<file path="src/rtl/apb_pkg.sv">
// Shared types and the completer window decoder for the APB splitter.
package apb_pkg;

    localparam int unsigned APB_DATA_W = 32;
    localparam int unsigned APB_IDX_W  = 4;

    typedef logic [APB_DATA_W/8-1:0] strb_t;

    typedef enum logic [1:0] {
        IDLE,
        SETUP,
        ACCESS,
        RESP
    } split_state_e;

    typedef struct packed {
        logic                 hit;
        logic [APB_IDX_W-1:0] idx;
    } apb_dec_t;

    // Callers zero-extend; the addr >= base test keeps the subtraction from wrapping.
    function automatic apb_dec_t apb_decode(
        input logic [63:0] addr,
        input logic [63:0] base,
        input int unsigned region_w,
        input int unsigned n
    );
        logic [63:0] w_off;
        apb_dec_t    dec;
        w_off   = (addr - base) >> region_w;
        dec.hit = (addr >= base) && (w_off < 64'(n));
        dec.idx = w_off[APB_IDX_W-1:0];
        return dec;
    endfunction

endpackage

</file>
<file path="src/rtl/apb_split_timeout.sv">
// ACCESS-phase watchdog: counts enabled cycles, flags the last allowed one.
module apb_split_timeout #(
    parameter int unsigned TIMEOUT_CYC = 16
) (
    input  logic i_clk,
    input  logic i_rst,
    input  logic i_clr,
    input  logic i_en,
    output logic o_expired
);

    localparam int unsigned CNT_W = (TIMEOUT_CYC > 1) ? $clog2(TIMEOUT_CYC) : 1;
    localparam int unsigned LIMIT = (TIMEOUT_CYC == 0) ? 0 : TIMEOUT_CYC - 1;

    logic [CNT_W-1:0] r_cnt;

    always_ff @(posedge i_clk) begin
        if (i_rst || i_clr) begin
            r_cnt <= '0;
        end else if (i_en) begin
            r_cnt <= r_cnt + CNT_W'(1);
        end
    end

    // Expires on the edge that would complete the TIMEOUT_CYC-th ACCESS cycle.
    assign o_expired = (TIMEOUT_CYC != 0) && i_en && (r_cnt == CNT_W'(LIMIT));

endmodule

</file>
<file path="src/rtl/apb_split.sv">
// Registered APB4 1-to-N splitter: decodes, replays on one completer, returns response.
module apb_split
    import apb_pkg::*;
#(
    parameter int unsigned          ADDR_W      = 32,
    parameter int unsigned          DATA_W      = 32,
    parameter int unsigned          N_SLV       = 4,
    parameter logic [ADDR_W-1:0]    BASE_ADDR   = 32'h4000_0000,
    parameter int unsigned          REGION_W    = 12,
    parameter int unsigned          TIMEOUT_CYC = 16
) (
    input  logic                    PCLK,
    input  logic                    PRESET,
    input  logic                    PSEL,
    input  logic                    PENABLE,
    input  logic                    PWRITE,
    input  logic [ADDR_W-1:0]       PADDR,
    input  logic [DATA_W-1:0]       PWDATA,
    input  logic [DATA_W/8-1:0]     PSTRB,
    output logic                    PREADY,
    output logic                    PSLVERR,
    output logic [DATA_W-1:0]       PRDATA,
    output logic [N_SLV-1:0]        S_PSEL,
    output logic                    S_PENABLE,
    output logic                    S_PWRITE,
    output logic [ADDR_W-1:0]       S_PADDR,
    output logic [DATA_W-1:0]       S_PWDATA,
    output logic [DATA_W/8-1:0]     S_PSTRB,
    input  logic [N_SLV-1:0]        S_PREADY,
    input  logic [N_SLV-1:0]        S_PSLVERR,
    input  logic [N_SLV*DATA_W-1:0] S_PRDATA
);

    localparam int unsigned STRB_W = DATA_W / 8;

    split_state_e          r_state, w_state_nxt;
    logic [ADDR_W-1:0]     r_addr, w_addr_n;
    logic                  r_write, w_write_n;
    logic [DATA_W-1:0]     r_wdata, w_wdata_n;
    logic [STRB_W-1:0]     r_strb, w_strb_n;
    logic [APB_IDX_W-1:0]  r_idx, w_idx_n;
    logic                  r_pready, w_pready_n;
    logic                  r_pslverr, w_pslverr_n;
    logic [DATA_W-1:0]     r_prdata, w_prdata_n;
    logic [N_SLV-1:0]      r_spsel, w_spsel_n;
    logic                  r_spenable, w_spenable_n;

    apb_dec_t              w_dec;
    logic [N_SLV-1:0]      w_new_sel, w_cur_sel;
    logic                  w_sready, w_sslverr, w_expired;
    logic [DATA_W-1:0]     w_srdata;

    assign w_dec = apb_decode(64'(PADDR), 64'(BASE_ADDR), REGION_W, N_SLV);

    // Loop-based select keeps index widths independent of N_SLV.
    always_comb begin
        w_new_sel = '0;
        w_cur_sel = '0;
        w_sready  = 1'b0;
        w_sslverr = 1'b0;
        w_srdata  = '0;
        for (int unsigned i = 0; i < N_SLV; i++) begin
            if (w_dec.idx == APB_IDX_W'(i)) begin
                w_new_sel[i] = 1'b1;
            end
            if (r_idx == APB_IDX_W'(i)) begin
                w_cur_sel[i] = 1'b1;
                w_sready     = S_PREADY[i];
                w_sslverr    = S_PSLVERR[i];
                w_srdata     = S_PRDATA[i*DATA_W +: DATA_W];
            end
        end
    end

    apb_split_timeout #(
        .TIMEOUT_CYC (TIMEOUT_CYC)
    ) u_timeout (
        .i_clk     (PCLK),
        .i_rst     (PRESET),
        .i_clr     (w_state_nxt != ACCESS),
        .i_en      (r_state == ACCESS),
        .o_expired (w_expired)
    );

    always_comb begin
        w_state_nxt  = r_state;
        w_addr_n     = r_addr;
        w_write_n    = r_write;
        w_wdata_n    = r_wdata;
        w_strb_n     = r_strb;
        w_idx_n      = r_idx;
        w_pready_n   = 1'b0;
        w_pslverr_n  = 1'b0;
        w_prdata_n   = r_prdata;
        w_spsel_n    = '0;
        w_spenable_n = 1'b0;
        case (r_state)
            IDLE: begin
                if (PSEL && !PENABLE) begin
                    w_addr_n  = PADDR;
                    w_write_n = PWRITE;
                    w_wdata_n = PWDATA;
                    w_strb_n  = PSTRB;
                    w_idx_n   = w_dec.idx;
                    if (w_dec.hit) begin
                        w_state_nxt = SETUP;
                        w_spsel_n   = w_new_sel;
                    end else begin
                        w_state_nxt = RESP;
                        w_pready_n  = 1'b1;
                        w_pslverr_n = 1'b1;
                        w_prdata_n  = '0;
                    end
                end
            end
            SETUP: begin
                w_state_nxt  = ACCESS;
                w_spsel_n    = w_cur_sel;
                w_spenable_n = 1'b1;
            end
            ACCESS: begin
                // Ready takes priority over a simultaneous timeout.
                if (w_sready) begin
                    w_state_nxt = RESP;
                    w_pready_n  = 1'b1;
                    w_pslverr_n = w_sslverr;
                    w_prdata_n  = r_write ? '0 : w_srdata;
                end else if (w_expired) begin
                    w_state_nxt = RESP;
                    w_pready_n  = 1'b1;
                    w_pslverr_n = 1'b1;
                    w_prdata_n  = '0;
                end else begin
                    w_spsel_n    = w_cur_sel;
                    w_spenable_n = 1'b1;
                end
            end
            RESP: begin
                w_state_nxt = IDLE;
            end
            default: begin
                w_state_nxt = IDLE;
            end
        endcase
    end

    always_ff @(posedge PCLK) begin
        if (PRESET) begin
            r_state    <= IDLE;
            r_addr     <= '0;
            r_write    <= 1'b0;
            r_wdata    <= '0;
            r_strb     <= '0;
            r_idx      <= '0;
            r_pready   <= 1'b0;
            r_pslverr  <= 1'b0;
            r_prdata   <= '0;
            r_spsel    <= '0;
            r_spenable <= 1'b0;
        end else begin
            r_state    <= w_state_nxt;
            r_addr     <= w_addr_n;
            r_write    <= w_write_n;
            r_wdata    <= w_wdata_n;
            r_strb     <= w_strb_n;
            r_idx      <= w_idx_n;
            r_pready   <= w_pready_n;
            r_pslverr  <= w_pslverr_n;
            r_prdata   <= w_prdata_n;
            r_spsel    <= w_spsel_n;
            r_spenable <= w_spenable_n;
        end
    end

    assign PREADY    = r_pready;
    assign PSLVERR   = r_pslverr;
    assign PRDATA    = r_prdata;
    assign S_PSEL    = r_spsel;
    assign S_PENABLE = r_spenable;
    assign S_PWRITE  = r_write;
    assign S_PADDR   = r_addr;
    assign S_PWDATA  = r_wdata;
    assign S_PSTRB   = r_strb;

endmodule

</file>
<file path="config.mk">
export PLATFORM = sky130hd
export DESIGN_NAME = apb_split
export DESIGN_NICKNAME = d
export VERILOG_FILES = /design/src/rtl/apb_pkg.sv /design/src/rtl/apb_split_timeout.sv /design/src/rtl/apb_split.sv
export SDC_FILE = /design/constraint.sdc
export NUM_CORES = 1
export LEC_CHECK = 0
export ABC_AREA = 1
export CORE_MARGIN = 3
export CORE_UTILIZATION = 24
export DETAILED_ROUTE_END_ITERATION = 16
export SLEW_MARGIN = 5
export SYNTH_ARGS = -nofsm -noshare
export SYNTH_HDL_FRONTEND = slang
export SYNTH_SLANG_ARGS = --single-unit
</file>
<file path="constraint.sdc">
create_clock -name PCLK -period 2.6 [get_ports PCLK]
set_input_delay 0.26 -clock PCLK [delete_from_list [all_inputs] [get_ports PCLK]]
set_output_delay 0.26 -clock PCLK [all_outputs]
set_load 0.01 [all_outputs]
</file>
# Word-level counts from Yosys, hierarchy flattened

Cells that the tools add are included.

Output and inout bits: 108
Bits in registers: 118
Bits of input ports: 209
Word-level logic and storage cells: 87

$add $sub $neg: 2
Muxes and demuxes: 46
Reduce and logical (&&, ||, !) cells: 11
Eq/ne operators: 14
$lt $le $gt $ge: 2

Operators by type and width:

| cell                   | count |
|---|---|
| $mux 32                | 9 |
| $pmux 32 s2            | 1 |
| $lt 52x3->1 const B    | 1 |
| $sub 32x31->33 const B | 1 |
| $ge 32x31->1 const B   | 1 |
| $mux 1                 | 23 |
| $eq 4x2->1 const B     | 4 |
| $mux 4                 | 4 |
| $pmux 4 s3             | 1 |
| $eq 4x1->1 const B     | 2 |
| $logic_not 4->1        | 2 |
| $mux 2                 | 4 |
| $pmux 2 s4             | 1 |
| $ne 2x2->1 const B     | 3 |
| $pmux 1 s2             | 3 |
| $add 4x1->4 const B    | 1 |
| $eq 2x2->1 const B     | 2 |
| $eq 4x4->1 const B     | 1 |
| $reduce_and 4->1       | 1 |
| $logic_and 1x1->1      | 3 |
| $ne 3x3->1 const B     | 1 |
| $eq 2x1->1 const B     | 1 |
| $logic_not 2->1        | 1 |
| $reduce_and 2->1       | 1 |
| 3 further kinds        | 3 |

# Logic depth before layout (Yosys ltp)

Depth after elaboration: 9
Depth in mapped cells: 12
Depth with buffers taken out: 11

# Modules after synthesis

Synthesis repeated with hierarchy kept, for this count alone.

Cells, all modules: 890
Area total of the unflattened synthesis: 6003.3 sq um

By module, submodules not included:

| module            | area each (sq um) | seq. area each (sq um) | instances | cells an instance |
|---|---|---|---|---|
| apb_split         | 5823.1            | 2202.1                 | 1         | 864 |
| apb_split_timeout | 180.2             | 80.1                   | 1         | 26 |

# Least setup slack after synthesis

OpenSTA, ideal clock, no wires.

Path kind: flip-flop to flip-flop
Start point: reg r_state[0]
End point: reg r_prdata[23] (netlist: PRDATA[23])
Path slack: 997 ps
Setup time: 70 ps
Clock period less this slack: 1603 ps
Required time: 2530 ps
Arrival time: 1533 ps
Stages on the path, launching flop included: 13
Buffers on the path: 2
Path through: dfxtp_1 inv_1 ha_1 buf_4 inv_1 nor2_2 clkbuf_1 o21ai_0 inv_1 nand2_1 nor2_1 nand2_1 a21oi_1

Longest elaborated chain between the ends: 4
Elaborated cells on any way between the ends: 9
Classes of those cells: eq/ne (4); mux (1); reduce/logical (4)

Ends and longest elaborated chain:

| item                       | RTL line                         | text |
|---|---|---|
| start, declared            | apb_split.sv:36                  | `split_state_e r_state, w_state_nxt;` |
| start signal, assigned     | apb_split.sv:161                 | `r_state <= w_state_nxt;` |
| $eq 2x2->1                 | apb_split.sv:81, apb_split.sv:97 |  |
| $logic_and 1x1->1          | apb_split_timeout.sv:26          | `assign o_expired = (TIMEOUT_CYC != 0) && i_en && (r_cnt == CNT_W'(LIMIT));` |
| $ne 3x3->1 (no line)       | -                                |  |
| $reduce_and 4->1 (no line) | -                                |  |
| end signal, assigned       | apb_split.sv:169                 | `r_prdata <= w_prdata_n;` |
| end, declared              | apb_split.sv:44                  | `logic [DATA_W-1:0] r_prdata, w_prdata_n;` |

Several ways; a longest one is shown, not always the timed one.
A chain may end at the register's enable or synchronous reset.

==> reports/results.tsv <==
stage	metric	value	unit
worst_setup_path	crit_cells	8	
sta	relSlewSlack	53.3	%
yosys	ys_async_sr_fraction	0	%
die	boundaryPins	317	
run_status	outcome	finished, final reports clean	
yosys	synth.top_cell.area_share	38.5	%
routing	wl_per_cell	15.9	µm
worst_setup_path	crit_buf_inv	0	
cts	cts_buffer_depth	2	
yosys	netlist_top_cells_area	dfxtp_1 38%, nand2_1 18%, nand3_1 12%	
yosys	yosysMostFrequentCell	nand2_1	
worst_setup_path	path_class	reg -> reg	
cts	clk_pin_slew_worst_paths	60	ps
power_and_ir_drop	p_clk_share	41.9	%
routing	vias	6919	
cts	clock-root-buffer	clkbuf_16	
die	dieArea	26600	µm²
placed_design	placed_cells	1520	
sta	setup_viol	0	
finish	area_growth	67.7	%
power_and_ir_drop	p_comb_share	23.6	%
placed_design	postPlaceCellArea	9380	µm²
die	coreArea	23900	µm²
sta	grt_setup_unrepaired	false	
routing	drc_errors	0	
yosys	yosys_warnings	0	
cts	clock-sinks	114	
run	max_cap_viol_count	0	
worst_setup_path	critPathMaxStageDelay	360	ps
worst_setup_path	endpoint_kind	flop	
finish	antenna-diode-count	0	
cts	tritoncts	built	
worst_setup_path	cp-startpoint	S_PADDR[15]$_SDFFE_PP0P_	
routing	postRouteAntennaNets	0	
global_routing	grt_pass1_vias	6793	
worst_setup_path	worstPathRequired	2940	ps
yosys	syn_inst	931	
sta	tightest_slew	701	ps
yosys	synth_area	5930	µm²
sta	period_needed	2060	ps
routing	drtIter0Drc	421	
cts	cts.hold.buffers_added	0	
routing	wl_met2	11400	µm
worst_setup_path	r2r_end	PRDATA[15]$_SDFFE_PP0P_	
power_and_ir_drop	p_int	3.80	mW
power_and_ir_drop	p_seq_share	34.5	%
placed_design	place.gp.congestion	0.827	
yosys	synth_edf_count	0	
sta	max_freq	486	MHz
finish	num-nets-final	1434	
die	die_w	163	µm
sta	setup_tns	0	ps
power_and_ir_drop	total_leakage_power	4.03	nW
routing	top_layer_used	met4	
worst_setup_path	reg2reg_depth	8	
worst_setup_path	crit_chain	nor2_4, nand3_2, or2_1, nand2_4, nand2_2, nand2_4, nand2_1, a21oi_1	
finish	final_area	9950	µm²
cts	cts_resized	0	
global_routing	grt_usage	18.1	%
sta	slew_viol_final	0	
die	start_util	24.8	%
routing	route.met3.wl	2560	µm
yosys	synth.distinct_cells	31	
routing	wl_met1	10300	µm
global_routing	globalRouteOverflowTotal	0	
cts	ctsHtreeMaxLevel	4	
routing	totalWireLength	24700	µm
worst_setup_path	path_common_cell	nand2_4	
die	rows	56	
global_routing	grt_pass1_wl	37500	µm
worst_hold_path	min-delay-path-class	in -> reg	
placed_design	numPortBuffers	316	
worst_setup_path	critPathSlowestCell	dfxtp_1	
yosys	synth_fp_nets	1145	
worst_setup_path	critical_path_arrival	2390	ps
yosys	yosysSeqAreaShare	38.5	%
yosys	syn_avg_cell_area	6.37	µm²
yosys	synth_common_cells	285 x nand2_1, 145 x nand3_1, 114 x dfxtp_1	
yosys	ys_ff_latch	114	
finish	layout-drive-gt1-share	5.27	%
power_and_ir_drop	p_per_area	546	nW/µm²
worst_setup_path	critical-path-top-delay-family	simple AND/OR/NAND/NOR gates	
sta	hold_violations	0	
cts	numCtsBuffers	17	
die	die_h	163	µm
power_and_ir_drop	vdd.ir_drop.worst	0.420	mV
placed_design	dp_hpwl	18300	µm
cts	clk_latency	420	ps
sta	clock-skew-final	14.3	ps
worst_setup_path	startpoint_type	flop	
routing	vias_per_cell	4.46	
global_routing	grt_max_degree	75	
cts	post-cts-setup-buffer-count	0	
yosys	synth.largest_area_cell	dfxtp_1	
worst_setup_path	cp-endpoint	PRDATA[15]$_SDFFE_PP0P_	
yosys	synth_ff_type	dfxtp_1	
power_and_ir_drop	power.switching	1.63	mW
global_routing	antenna_found_initial	0	
worst_setup_path	crit_fanout	32	
sta	holdWs	291	ps
power_and_ir_drop	totalPowerFinal	5.43	mW
routing	dr.pass1.iters	4	
sta	finalCritPeriodShare	79.1	%
worst_setup_path	r2r-start	S_PADDR[15]$_SDFFE_PP0P_	
finish	fin_cells	1552	
power_and_ir_drop	p_sw_share	30.1	%
worst_setup_path	rrSetupSlack	540	ps
## final cells by class
type | instances | area (µm²)
flip-flops and latches | 114 | 2280
clock buffers | 18 | 439
clock inverters | 14 | 133
fillers | 2494 | 13900
multi-input cells | 653 | 2980
inverters | 98 | 368
repair buffers | 336 | 3350
well taps | 319 | 399
## cells by family after synthesis
| kind of cell | count (synthesis) | share of synthesized area, % |
|---|---|---|
| XOR/XNOR | 3 | 0.443 |
| buffers and inverters | 164 | 11.3 |
| multiplexers | 1 | 0.169 |
| adder cells (fa/ha/maj) | 5 | 1.05 |
| AO/OA/AOI/OAI | 132 | 11.7 |
| flip-flops | 114 | 38.5 |
| AND/OR/NAND/NOR | 512 | 36.9 |
## through the flow
step	setup slack, ps	util, %
3_3_place_gp	397	39.3
3_5_place_dp	339	39.3
4_1_cts	472	41.6
6_report	543	41.6
5_1_grt	309	41.6
2_1_floorplan	997	-
## worst min-delay path by stage
stage / startpoint / to / slack [ps] / cells after the start
finish: PRESET / S_PENABLE$_SDFF_PP0_ / 290 / 2
global placement: PRDATA[18]$_SDFFE_PP0P_ / PRDATA[18]$_SDFFE_PP0P_ / 450 / 2
floorplan: PADDR[23] / S_PADDR[23]$_SDFFE_PP0P_ / 400 / 2
detailed placement: PRDATA[20]$_SDFFE_PP0P_ / PRDATA[20]$_SDFFE_PP0P_ / 450 / 2
global route: PRESET / S_PENABLE$_SDFF_PP0_ / 310 / 2
CTS: PRESET / S_PENABLE$_SDFF_PP0_ / 290 / 2
## routing by layer
layer	track usage [%]	up-vias
li1	-	3544
met1	20.9	3087
met2	30.5	265
met3	7.23	23
met4	5.84	0
met5	0	-
## worst register-to-register path, stage by stage, from the launching register on
cell,delay [ps]
dfxtp_1,360
nor2_4,320
nand3_2,110
or2_1,260
nand2_4,230
nand2_2,130
nand2_4,320
nand2_1,110
a21oi_1,150
## power groups by stage
| stage | Combinational (mW) | Clock (mW) | Sequential [mW] |
|---|---|---|---|
| detailed placement | 1.29 | 0 | 1.91 |
| finish | 1.28 | 2.27 | 1.87 |
| global route | 1.41 | 2.42 | 1.88 |
| CTS | 1.30 | 2.35 | 1.88 |
| global placement | 1.29 | 0 | 1.91 |
| floorplan | 0.589 | 0 | 1.94 |
## layout by cell type (no fill, tap or decap), types with 2 or more instances in the layout
cell type,synthesis,routed
ha_1,5,5
o211ai_1,12,12
clkbuf_16,0,17
or2_1,3,3
clkinv_4,0,5
nor3_1,9,9
o21ai_1,3,3
a21oi_1,104,104
clkinv_2,0,3
xor2_1,2,2
inv_6,0,2
nor2_4,2,2
nand4_1,3,3
buf_4,6,18
nand3_1,145,145
clkinvlp_4,0,2
dfxtp_1,114,114
buf_12,0,3
nor2_2,2,2
nand2_1,285,284
inv_1,97,97
nor2_1,54,54
nand2_2,2,3
clkdlybuf4s50_1,0,315
nand2_4,2,2
o21ai_0,12,12
## sequential cells by signal, summed over array words and instances, names as in the netlist
signal           cells
PRDATA              32
S_PENABLE            1
S_PSTRB              4
S_PWRITE             1
S_PWDATA            32
u_timeout.r_cnt      4
PSLVERR              1
S_PADDR             32
S_PSEL               4
PREADY               1
r_state              2
Note: power is estimated with default switching activity, not from simulation.
